`src/rtl/boot_rom_pkg.sv`:
```
// Shared definitions for the boot ROM bus adapter.
// Holds the default ROM geometry, the default window base, and the
// response record that travels through the response FIFO.
package boot_rom_pkg;

  localparam int          ROM_WORDS_DEF  = 548;
  localparam int          ROM_ADDR_W_DEF = 10;
  localparam logic [31:0] BOOT_BASE_ADDR = 32'h0000_8000;

  typedef struct packed {
    logic [31:0] rdata;
    logic        err;
  } boot_resp_t;

endpackage

```
`src/rtl/boot_rom_resp_fifo.sv`:
```
// Small in-order synchronous FIFO of boot_resp_t records.
// Ports:
//   CLK, RSTN   clock, synchronous active-low reset (clears storage too)
//   push        write push_data at the tail
//   push_data   record to enqueue
//   pop         drop the head entry
//   head        current head record (valid when !empty)
//   full, empty occupancy flags
//   cnt         number of stored entries
module boot_rom_resp_fifo
  import boot_rom_pkg::*;
#(
  parameter int DEPTH = 2,
  localparam int PTR_W = (DEPTH > 1) ? $clog2(DEPTH) : 1,
  localparam int CNT_W = $clog2(DEPTH + 1)
) (
  input  logic             CLK,
  input  logic             RSTN,
  input  logic             push,
  input  boot_resp_t       push_data,
  input  logic             pop,
  output boot_resp_t       head,
  output logic             full,
  output logic             empty,
  output logic [CNT_W-1:0] cnt
);

  boot_resp_t       mem_reg [DEPTH];
  logic [PTR_W-1:0] wr_ptr_reg;
  logic [PTR_W-1:0] rd_ptr_reg;
  logic [CNT_W-1:0] cnt_reg;
  logic             do_push;
  logic             do_pop;
  logic [DEPTH-1:0] wen;

  function automatic logic [PTR_W-1:0] ptr_inc(input logic [PTR_W-1:0] p);
    return (p == PTR_W'(DEPTH - 1)) ? '0 : p + PTR_W'(1);
  endfunction

  assign full  = (cnt_reg == CNT_W'(DEPTH));
  assign empty = (cnt_reg == '0);
  assign cnt   = cnt_reg;
  assign head  = mem_reg[rd_ptr_reg];

  // A push into a full FIFO is legal only when the head leaves in the
  // same cycle; the slot being written is then the one being vacated.
  assign do_pop  = pop && !empty;
  assign do_push = push && (!full || do_pop);

  genvar gi;
  generate
    for (gi = 0; gi < DEPTH; gi++) begin : g_wen
      assign wen[gi] = do_push && (wr_ptr_reg == PTR_W'(gi));
    end
  endgenerate

  always_ff @(posedge CLK) begin
    if (!RSTN) begin
      for (int i = 0; i < DEPTH; i++) mem_reg[i] <= '0;
    end else begin
      for (int i = 0; i < DEPTH; i++) begin
        if (wen[i]) mem_reg[i] <= push_data;
      end
    end
  end

  always_ff @(posedge CLK) begin
    if (!RSTN) begin
      wr_ptr_reg <= '0;
      rd_ptr_reg <= '0;
      cnt_reg    <= '0;
    end else begin
      if (do_push) wr_ptr_reg <= ptr_inc(wr_ptr_reg);
      if (do_pop)  rd_ptr_reg <= ptr_inc(rd_ptr_reg);
      cnt_reg <= cnt_reg + CNT_W'(do_push) - CNT_W'(do_pop);
    end
  end

endmodule

```
`src/rtl/boot_rom_bus_adapter.sv`:
```
// Bus-slave front end for the boot ROM macro.
// Accepts req/gnt requests, drives the ROM chip select and word address,
// captures ROM data one cycle later and returns responses in order through
// a small valid/ready response FIFO. Writes and out-of-window addresses are
// answered with err=1, rdata=0 and never select the ROM.
// Ports:
//   CLK, RSTN             clock, synchronous active-low reset
//   req_i / gnt_o         request valid / accepted this cycle (combinational)
//   addr_i, we_i          byte address (bits [1:0] ignored), write enable
//   be_i, wdata_i         unused write-side fields
//   r_valid_o/r_ready_i   response handshake
//   r_rdata_o, r_err_o    response payload from the FIFO head
//   rom_csn_o, rom_a_o    ROM chip select (active low), word address
//   rom_q_i               ROM data, valid the cycle after a CSN-low edge
module boot_rom_bus_adapter
  import boot_rom_pkg::*;
#(
  parameter int          ROM_WORDS  = ROM_WORDS_DEF,
  parameter int          ROM_ADDR_W = ROM_ADDR_W_DEF,
  parameter logic [31:0] BASE_ADDR  = BOOT_BASE_ADDR,
  parameter int          RESP_DEPTH = 2
) (
  input  logic                  CLK,
  input  logic                  RSTN,
  input  logic                  req_i,
  output logic                  gnt_o,
  input  logic [31:0]           addr_i,
  input  logic                  we_i,
  input  logic [3:0]            be_i,
  input  logic [31:0]           wdata_i,
  output logic                  r_valid_o,
  input  logic                  r_ready_i,
  output logic [31:0]           r_rdata_o,
  output logic                  r_err_o,
  output logic                  rom_csn_o,
  output logic [ROM_ADDR_W-1:0] rom_a_o,
  input  logic [31:0]           rom_q_i
);

  localparam int CNT_W = $clog2(RESP_DEPTH + 1);
  localparam int OCC_W = CNT_W + 1;

  logic [ROM_ADDR_W-1:0] idx;
  logic                  in_win;
  logic                  err_req;
  logic                  pop;
  logic [OCC_W-1:0]      occ;
  logic                  space;

  logic                  inflight_reg;
  logic                  inflight_err_reg;

  boot_resp_t            push_data;
  boot_resp_t            fifo_head;
  logic                  fifo_empty;
  logic                  fifo_full;
  logic [CNT_W-1:0]      fifo_cnt;

  // Address decode
  assign idx     = addr_i[ROM_ADDR_W+1:2];
  assign in_win  = (addr_i[31:ROM_ADDR_W+2] == BASE_ADDR[31:ROM_ADDR_W+2]) &&
                   (32'(idx) < 32'(ROM_WORDS));
  assign err_req = we_i || !in_win;

  // Occupancy counts everything already committed to the FIFO: stored
  // entries plus the one in flight, minus the head leaving this cycle.
  // One extra bit keeps the sum from wrapping.
  assign pop   = r_valid_o && r_ready_i;
  assign occ   = {1'b0, fifo_cnt} + OCC_W'(inflight_reg) - OCC_W'(pop);
  assign space = (occ < OCC_W'(RESP_DEPTH));

  assign gnt_o     = RSTN && req_i && space;
  assign rom_csn_o = !(gnt_o && !err_req);
  assign rom_a_o   = idx;

  // In-flight stage: remembers that the ROM (or an error) answers next cycle
  always_ff @(posedge CLK) begin
    if (!RSTN) begin
      inflight_reg     <= 1'b0;
      inflight_err_reg <= 1'b0;
    end else begin
      inflight_reg     <= gnt_o;
      inflight_err_reg <= gnt_o && err_req;
    end
  end

  // rom_q_i only reaches the FIFO storage, never an output directly
  assign push_data.rdata = inflight_err_reg ? 32'h0 : rom_q_i;
  assign push_data.err   = inflight_err_reg;

  boot_rom_resp_fifo #(
    .DEPTH (RESP_DEPTH)
  ) u_resp_fifo (
    .CLK       (CLK),
    .RSTN      (RSTN),
    .push      (inflight_reg),
    .push_data (push_data),
    .pop       (pop),
    .head      (fifo_head),
    .full      (fifo_full),
    .empty     (fifo_empty),
    .cnt       (fifo_cnt)
  );

  assign r_valid_o = !fifo_empty;
  assign r_rdata_o = fifo_head.rdata;
  assign r_err_o   = fifo_head.err;

  logic unused_ok;
  assign unused_ok = ^{be_i, wdata_i, addr_i[1:0], fifo_full};

endmodule

```
`config.mk`:
```
export PLATFORM = sky130hd
export DESIGN_NAME = boot_rom_bus_adapter
export DESIGN_NICKNAME = d
export VERILOG_FILES = /design/src/rtl/boot_rom_pkg.sv /design/src/rtl/boot_rom_resp_fifo.sv /design/src/rtl/boot_rom_bus_adapter.sv
export SDC_FILE = /design/constraint.sdc
export NUM_CORES = 1
export LEC_CHECK = 0
export CAP_MARGIN = 20
export CORE_ASPECT_RATIO = 1.1
export CORE_MARGIN = 2
export CORE_UTILIZATION = 37
export DETAILED_ROUTE_END_ITERATION = 12
export MAX_ROUTING_LAYER = met4
export PLACE_DENSITY = 0.76
export SYNTH_ARGS = -nofsm -noshare
export SYNTH_HDL_FRONTEND = slang
export SYNTH_SLANG_ARGS = --single-unit
```
`constraint.sdc`:
```
create_clock -name CLK -period 2.3 [get_ports CLK]
set_clock_uncertainty 0.1 [all_clocks]
set_input_delay 0.46 -clock CLK [delete_from_list [all_inputs] [get_ports CLK]]
set_output_delay 0.46 -clock CLK [all_outputs]
set_load 0.03 [all_outputs]
```
==> results of run 1 <==
layout by cell type, fill, tap and decap left out, types with 2 or more instances in the layout:
master           Yosys  routed
nand2_2              0       2
ha_1                 3       3
nor2_1               3       3
buf_4               10      24
dfxtp_1              7       4
dlygate4sd2_1        0      32
buf_12               0       5
bufinv_16            0       3
mux2_2              33      33
or3_1                2       2
or4_1                2       2
buf_6                0       2
clkbuf_8             0       9
dlymetal6s2s_1       0       3
edfxtp_1            66      66
and2_1              34      34
nand4_1              2       2
inv_1                7       5
clkdlybuf4s50_1      0      69
dfxtp_2              0       3
inv_2                0       2
nor4_1               2       2
nor2b_1              2       2
cell families (layout without fill, tap and decap cells):
logic type	count (synthesis)	in the layout	share of synthesized area
flops	73	73	0.676
mux	33	33	0.118
xor+xnor	3	3	0.00837
fa+ha+maj	4	4	0.0183
simple gates	56	56	0.119
compound gates	7	7	0.0171
buf+inv	24	158	0.0430
worst min-delay path: cells and delay by family (launching register included):
kind | cells | cell delay (ns)
compound gates | 2 | 0.14
flops | 1 | 0.33
where the power goes:
part	switching [W]	internal, W
clock network	0.000462	0.000726
registers	0.0000808	0.00178
logic	0.00113	0.000986
total	0.00167	0.00349
through the flow:
| step | utilization | hold WS [ns] |
|---|---|---|
| after floorplan | - | 0.366 |
| after global placement | 0.539 | 0.384 |
| after detailed placement | 0.539 | 0.389 |
| after CTS | 0.566 | 0.415 |
| after global routing | 0.570 | 0.459 |
| final | 0.570 | 0.409 |
layout make-up:
cell class,count,area [µm²],area share
Clock inverter,6,115,0.0243
Sequential cell,73,2130,0.448
Tap cell,111,139,0.0293
Inverter,7,26.3,0.00554
Multi-Input combinational cell,103,898,0.189
Clock buffer,10,128,0.0269
Timing Repair Buffer,135,1310,0.276
path summary, 6_finish.rpt:
kind / to / slack (ns) / cells after the start / startpoint
max: rom_csn_o / -0.51 / 9 / u_resp_fifo.cnt[1]
min: u_resp_fifo.wr_ptr_reg / 0.41 / 2 / u_resp_fifo.wr_ptr_reg
max reg2reg: inflight_err_reg / 0.27 / 8 / u_resp_fifo.cnt[1]
min reg2reg: u_resp_fifo.wr_ptr_reg / 0.41 / 2 / u_resp_fifo.wr_ptr_reg
timing repair:
item	CTS	global route
resized for setup	43	6
endpoints found under the setup margin	33	5
pin swaps	2	1
setup buffers	2	2
per-layer routing:
metal  part of all wire  vias up  routed length (µm)  global-route usage
li1                   -      978                   -                   -
met1               0.38      962                2420               0.152
met2               0.54       81                3420               0.272
met3              0.059       13                 375              0.0441
met4              0.023        0                 146              0.0723
met5                  0        -                   0                   -
==> flow_summary.ini, run 1 <==
[floorplan]
num_rows = 35
die-area_mm2 = 0.00924
initial_core_util = 0.377
core_area_mm2 = 0.00832
io-pin-count = 151
chipHeight_um = 101
dieWidth_um = 91.8

[timing]
hold_violations = 0
fin_ws_ns = -0.506
tns_ns = -0.962
tightestPinTransition_ns = 0.367
fmax_mhz = 356
period_needed_ns = 2.81
finalSetupViolations = 2
final_max_slew_viol_count = 0
rsz0062_at_grt = true
min_period_over_period = 1.22
slew_headroom = 0.754

[drt]
drc = 0
drt-initial-drc-count = 51
wl_um = 6370
dr_total_vias = 2034
viasPerCell = 4.57
post_drt_wl_per_cell_um = 14.3
postRouteAntennaNets = 0
dr.pass1.iters = 4

[cells_and_area]
num-fill-cells = 693
final_area_mm2 = 0.00474
n_antenna_cell = 0
final_cells = 445
largest_register_ffs = 66
drive_gt1_frac = 0.281
fin_nets = 438
syn2layout_area_growth_pct = 51.0

[placed_design]
preCtsSetupSlack_ns = -1.19
gp_congestion = 0.792
port_buffers = 108
dpl_cell_area_mm2 = 0.00448
dp_hpwl_um = 4610
placedCellCount = 425

[synthesis]
synthFlopType = edfxtp_1
yosys.area.top_type = edfxtp_1
synth.most_common_cell = edfxtp_1
synth_top_area_frac = 0.631
netlist_area_mm2 = 0.00314
ys_warn_count = 0
synth_edf_count = 66
avgSynthCellArea_um2 = 15.7
ys_async_sr_fraction = 0
syn_nets = 309
synthTopCellsByCount = edfxtp_1 (66), and2_1 (34), mux2_2 (33)
synth.distinct_cells = 33
syn_inst = 200
synth_seq_area_share = 0.676
ys_ff_latch = 73
synthTopCellsByArea = edfxtp_1 (63%), mux2_2 (12%), and2_1 (6.8%)

[run_status]
violations = negative setup slack
outcome = finished with violations

[grt]
grt_overflow_total = 0
grt_max_degree = 25
grt_first_pass_wirelength_um = 10300
track_usage = 0.152
antenna_found_initial = 0
grt_pass1_vias = 2262

[run]
drv_cap = 0

[setup_path]
cp_top_family = adder cells
worstPathArrival_ns = 2.25
crit_chain = o21a_1 > ha_1 > inv_2 > nand2_2 > fa_2 > nand4_1 > inv_2 > nand4_1 > buf_6
cp.required_ns = 1.74
path_max_fanout = 2
crit_path_start_kind = flop
worst-path-buf-inv = 3
path_class = reg -> out
critPathCaptureType = output pin
cpPeakStageDelay_ns = 0.51
slowest_stage = fa_2

[pwr]
powerDensity_mw_per_mm2 = 1090
ir_drop_uv = 705
total_power_w = 0.00516
p_leak_nw = 1.93

[clock_tree]
cts.sinks = 73
ctsHoldBuffers = 0
htreeDepth = 3
cts_made_buffers = 9
cts.clk_slew.worst_paths_ns = 0.07
clk_root_buffer_cell = clkbuf_8
clock_latency_ns = 0.34
clockBufferDepth = 2
tritoncts = done

[min_path]
hold_class = reg -> reg
Power figures use the tool's default switching activity.
==> inputs of run 2 (changes only) <==
--- a/config.mk
+++ b/config.mk
@@ -8,10 +8,11 @@
 export CAP_MARGIN = 20
 export CORE_ASPECT_RATIO = 1.1
 export CORE_MARGIN = 2
-export CORE_UTILIZATION = 37
+export CORE_UTILIZATION = 44
 export DETAILED_ROUTE_END_ITERATION = 12
+export GPL_ROUTABILITY_DRIVEN = 0
 export MAX_ROUTING_LAYER = met4
-export PLACE_DENSITY = 0.76
+export PLACE_DENSITY = 0.85
 export SYNTH_ARGS = -nofsm -noshare
 export SYNTH_HDL_FRONTEND = slang
 export SYNTH_SLANG_ARGS = --single-unit
==> constraint.sdc (replaced) <==
create_clock -name CLK -period 3.4 [get_ports CLK]
set_clock_uncertainty 0.1 [all_clocks]
set_input_delay 0.68 -clock CLK [delete_from_list [all_inputs] [get_ports CLK]]
set_output_delay 0.68 -clock CLK [all_outputs]
set_load 0.03 [all_outputs]
==> flow_summary.ini, run 2 (synthesis results as in run 1) <==
[setup_path]
path_max_fanout = 2
cp_top_family = adder cells
crit_path_start_kind = primary input
slowest_stage = fa_2
path_class = in -> out
cpMostUsedCell = nand4_1
r2r_slack_ns = 1.35
cpPeakStageDelay_ns = 0.53
critPathCaptureType = output pin
worstPathArrival_ns = 2.44
cp.required_ns = 2.62
crit_chain = dlygate4sd2_1 > o21a_1 > ha_1 > inv_2 > nand2_1 > fa_2 > nand4_1 > inv_1 > nand4_1 > buf_6
worst-path-buf-inv = 4

[timing]
tightestPinTransition_ns = 0.859
rsz0062_at_grt = false
min_period_over_period = 0.947
finalSetupViolations = 0
final_max_slew_viol_count = 0
slew_headroom = 0.428
timing.hold.ws_ns = 0.436
hold_violations = 0
period_needed_ns = 3.22
fmax_mhz = 310

[clock_tree]
cts.clk_slew.worst_paths_ns = 0.07
cts.sinks = 73
htreeDepth = 3
cts_made_buffers = 9
tritoncts = done
clock_latency_ns = 0.33
ctsHoldBuffers = 0
clk_root_buffer_cell = clkbuf_8
clockBufferDepth = 2

[pwr]
ir_drop_uv = 424
p_leak_nw = 1.71
powerDensity_mw_per_mm2 = 740
total_power_w = 0.00336

[cells_and_area]
final_cells = 404
fin_nets = 423
final_common_cell = clkdlybuf4s50_1
mostFrequentLayoutCells = clkdlybuf4s50_1 (105), edfxtp_1 (66), and2_1 (34)
drive_gt1_frac = 0.223
n_antenna_cell = 0
largest_register_ffs = 66
syn2layout_area_growth_pct = 44.3

[grt]
grt_overflow_total = 0
track_usage = 0.170
grt_max_degree = 34
grt_pass1_vias = 2183
grt_first_pass_wirelength_um = 9910
antenna_found_initial = 0

[drt]
postRouteAntennaNets = 0
dr_total_vias = 2009
wl_um = 6090
drc = 0
drt-initial-drc-count = 93
dr.pass1.iters = 4
viasPerCell = 4.97
post_drt_wl_per_cell_um = 15.1

[floorplan]
core_area_mm2 = 0.00697
io-pin-count = 151
initial_core_util = 0.451
die-area_mm2 = 0.00783
dieWidth_um = 84.6
chipHeight_um = 92.6
num_rows = 32

[run]
drv_cap = 0

[placed_design]
dp_hpwl_um = 4360
port_buffers = 108
placedCellCount = 387

[run_status]
outcome = complete, no violations

[min_path]
hold_class = reg -> reg
[run 2: cell count changes in the layout (fill, tap and decap cells not counted), sizes merged]
cell           change
clkdlybuf4s50     +36
dlygate4sd2       -31
buf               -17
dlymetal6s2s       -3
clkinv             +2
bufinv             -1
inv                -1
[run 2: per-stage QoR]
step	setup slack [ns]	utilization	TNS [ns]	instance area [µm²]
detailed placement	-0.497	0.619	-0.561	4310
global route	0.0692	0.651	0	4530
finish	0.179	0.651	0	4530
CTS	0.182	0.651	0	4530
global placement	-0.481	0.619	-0.520	4310
floorplan	0.200	-	0	3140
[run 2: metal layers]
| metal | GRT usage | share of wire |
|---|---|---|
| met2 | 0.312 | 0.55 |
| met1 | 0.180 | 0.39 |
| met4 | 0.0608 | 0.012 |
| met5 | - | 0 |
| met3 | 0.0374 | 0.049 |
[run 2: cell type report]
cell class                 count  area, µm²
clock buffer                  10        128
clock inverter                 6       82.6
fill                         528       2430
inverter                       7       26.3
multi-input combinational    103        886
sequential                    73       2120
tap                           85        106
timing repair buffer         120       1180
[run 2: power by group]
group	leakage [nW]	switching [W]	total [W]	internal (W)
logic	0.860	0.000716	0.00137	0.000656
registers	0.745	0.0000774	0.00128	0.00120
clock network	0.106	0.000294	0.000704	0.000409
[run 2: final timing paths]
check	start	endpoint	cells after the start
max	r_ready_i	rom_csn_o	10
min	u_resp_fifo.wr_ptr_reg	u_resp_fifo.wr_ptr_reg	2
max reg2reg	u_resp_fifo.cnt[1]	u_resp_fifo.mem_reg[1][32]	4
min reg2reg	u_resp_fifo.wr_ptr_reg	u_resp_fifo.wr_ptr_reg	2
[run 2: worst min-delay path, cell delays in order (launching register included)]
cell and delay, ns:
dfxtp_1 0.33, o21ai_0 0.07, a21boi_0 0.09
[run 2: timing repair]
item,in CTS,in global routing
setup buffers,1,0
resized for setup,10,0
setup endpoints to repair,2,0
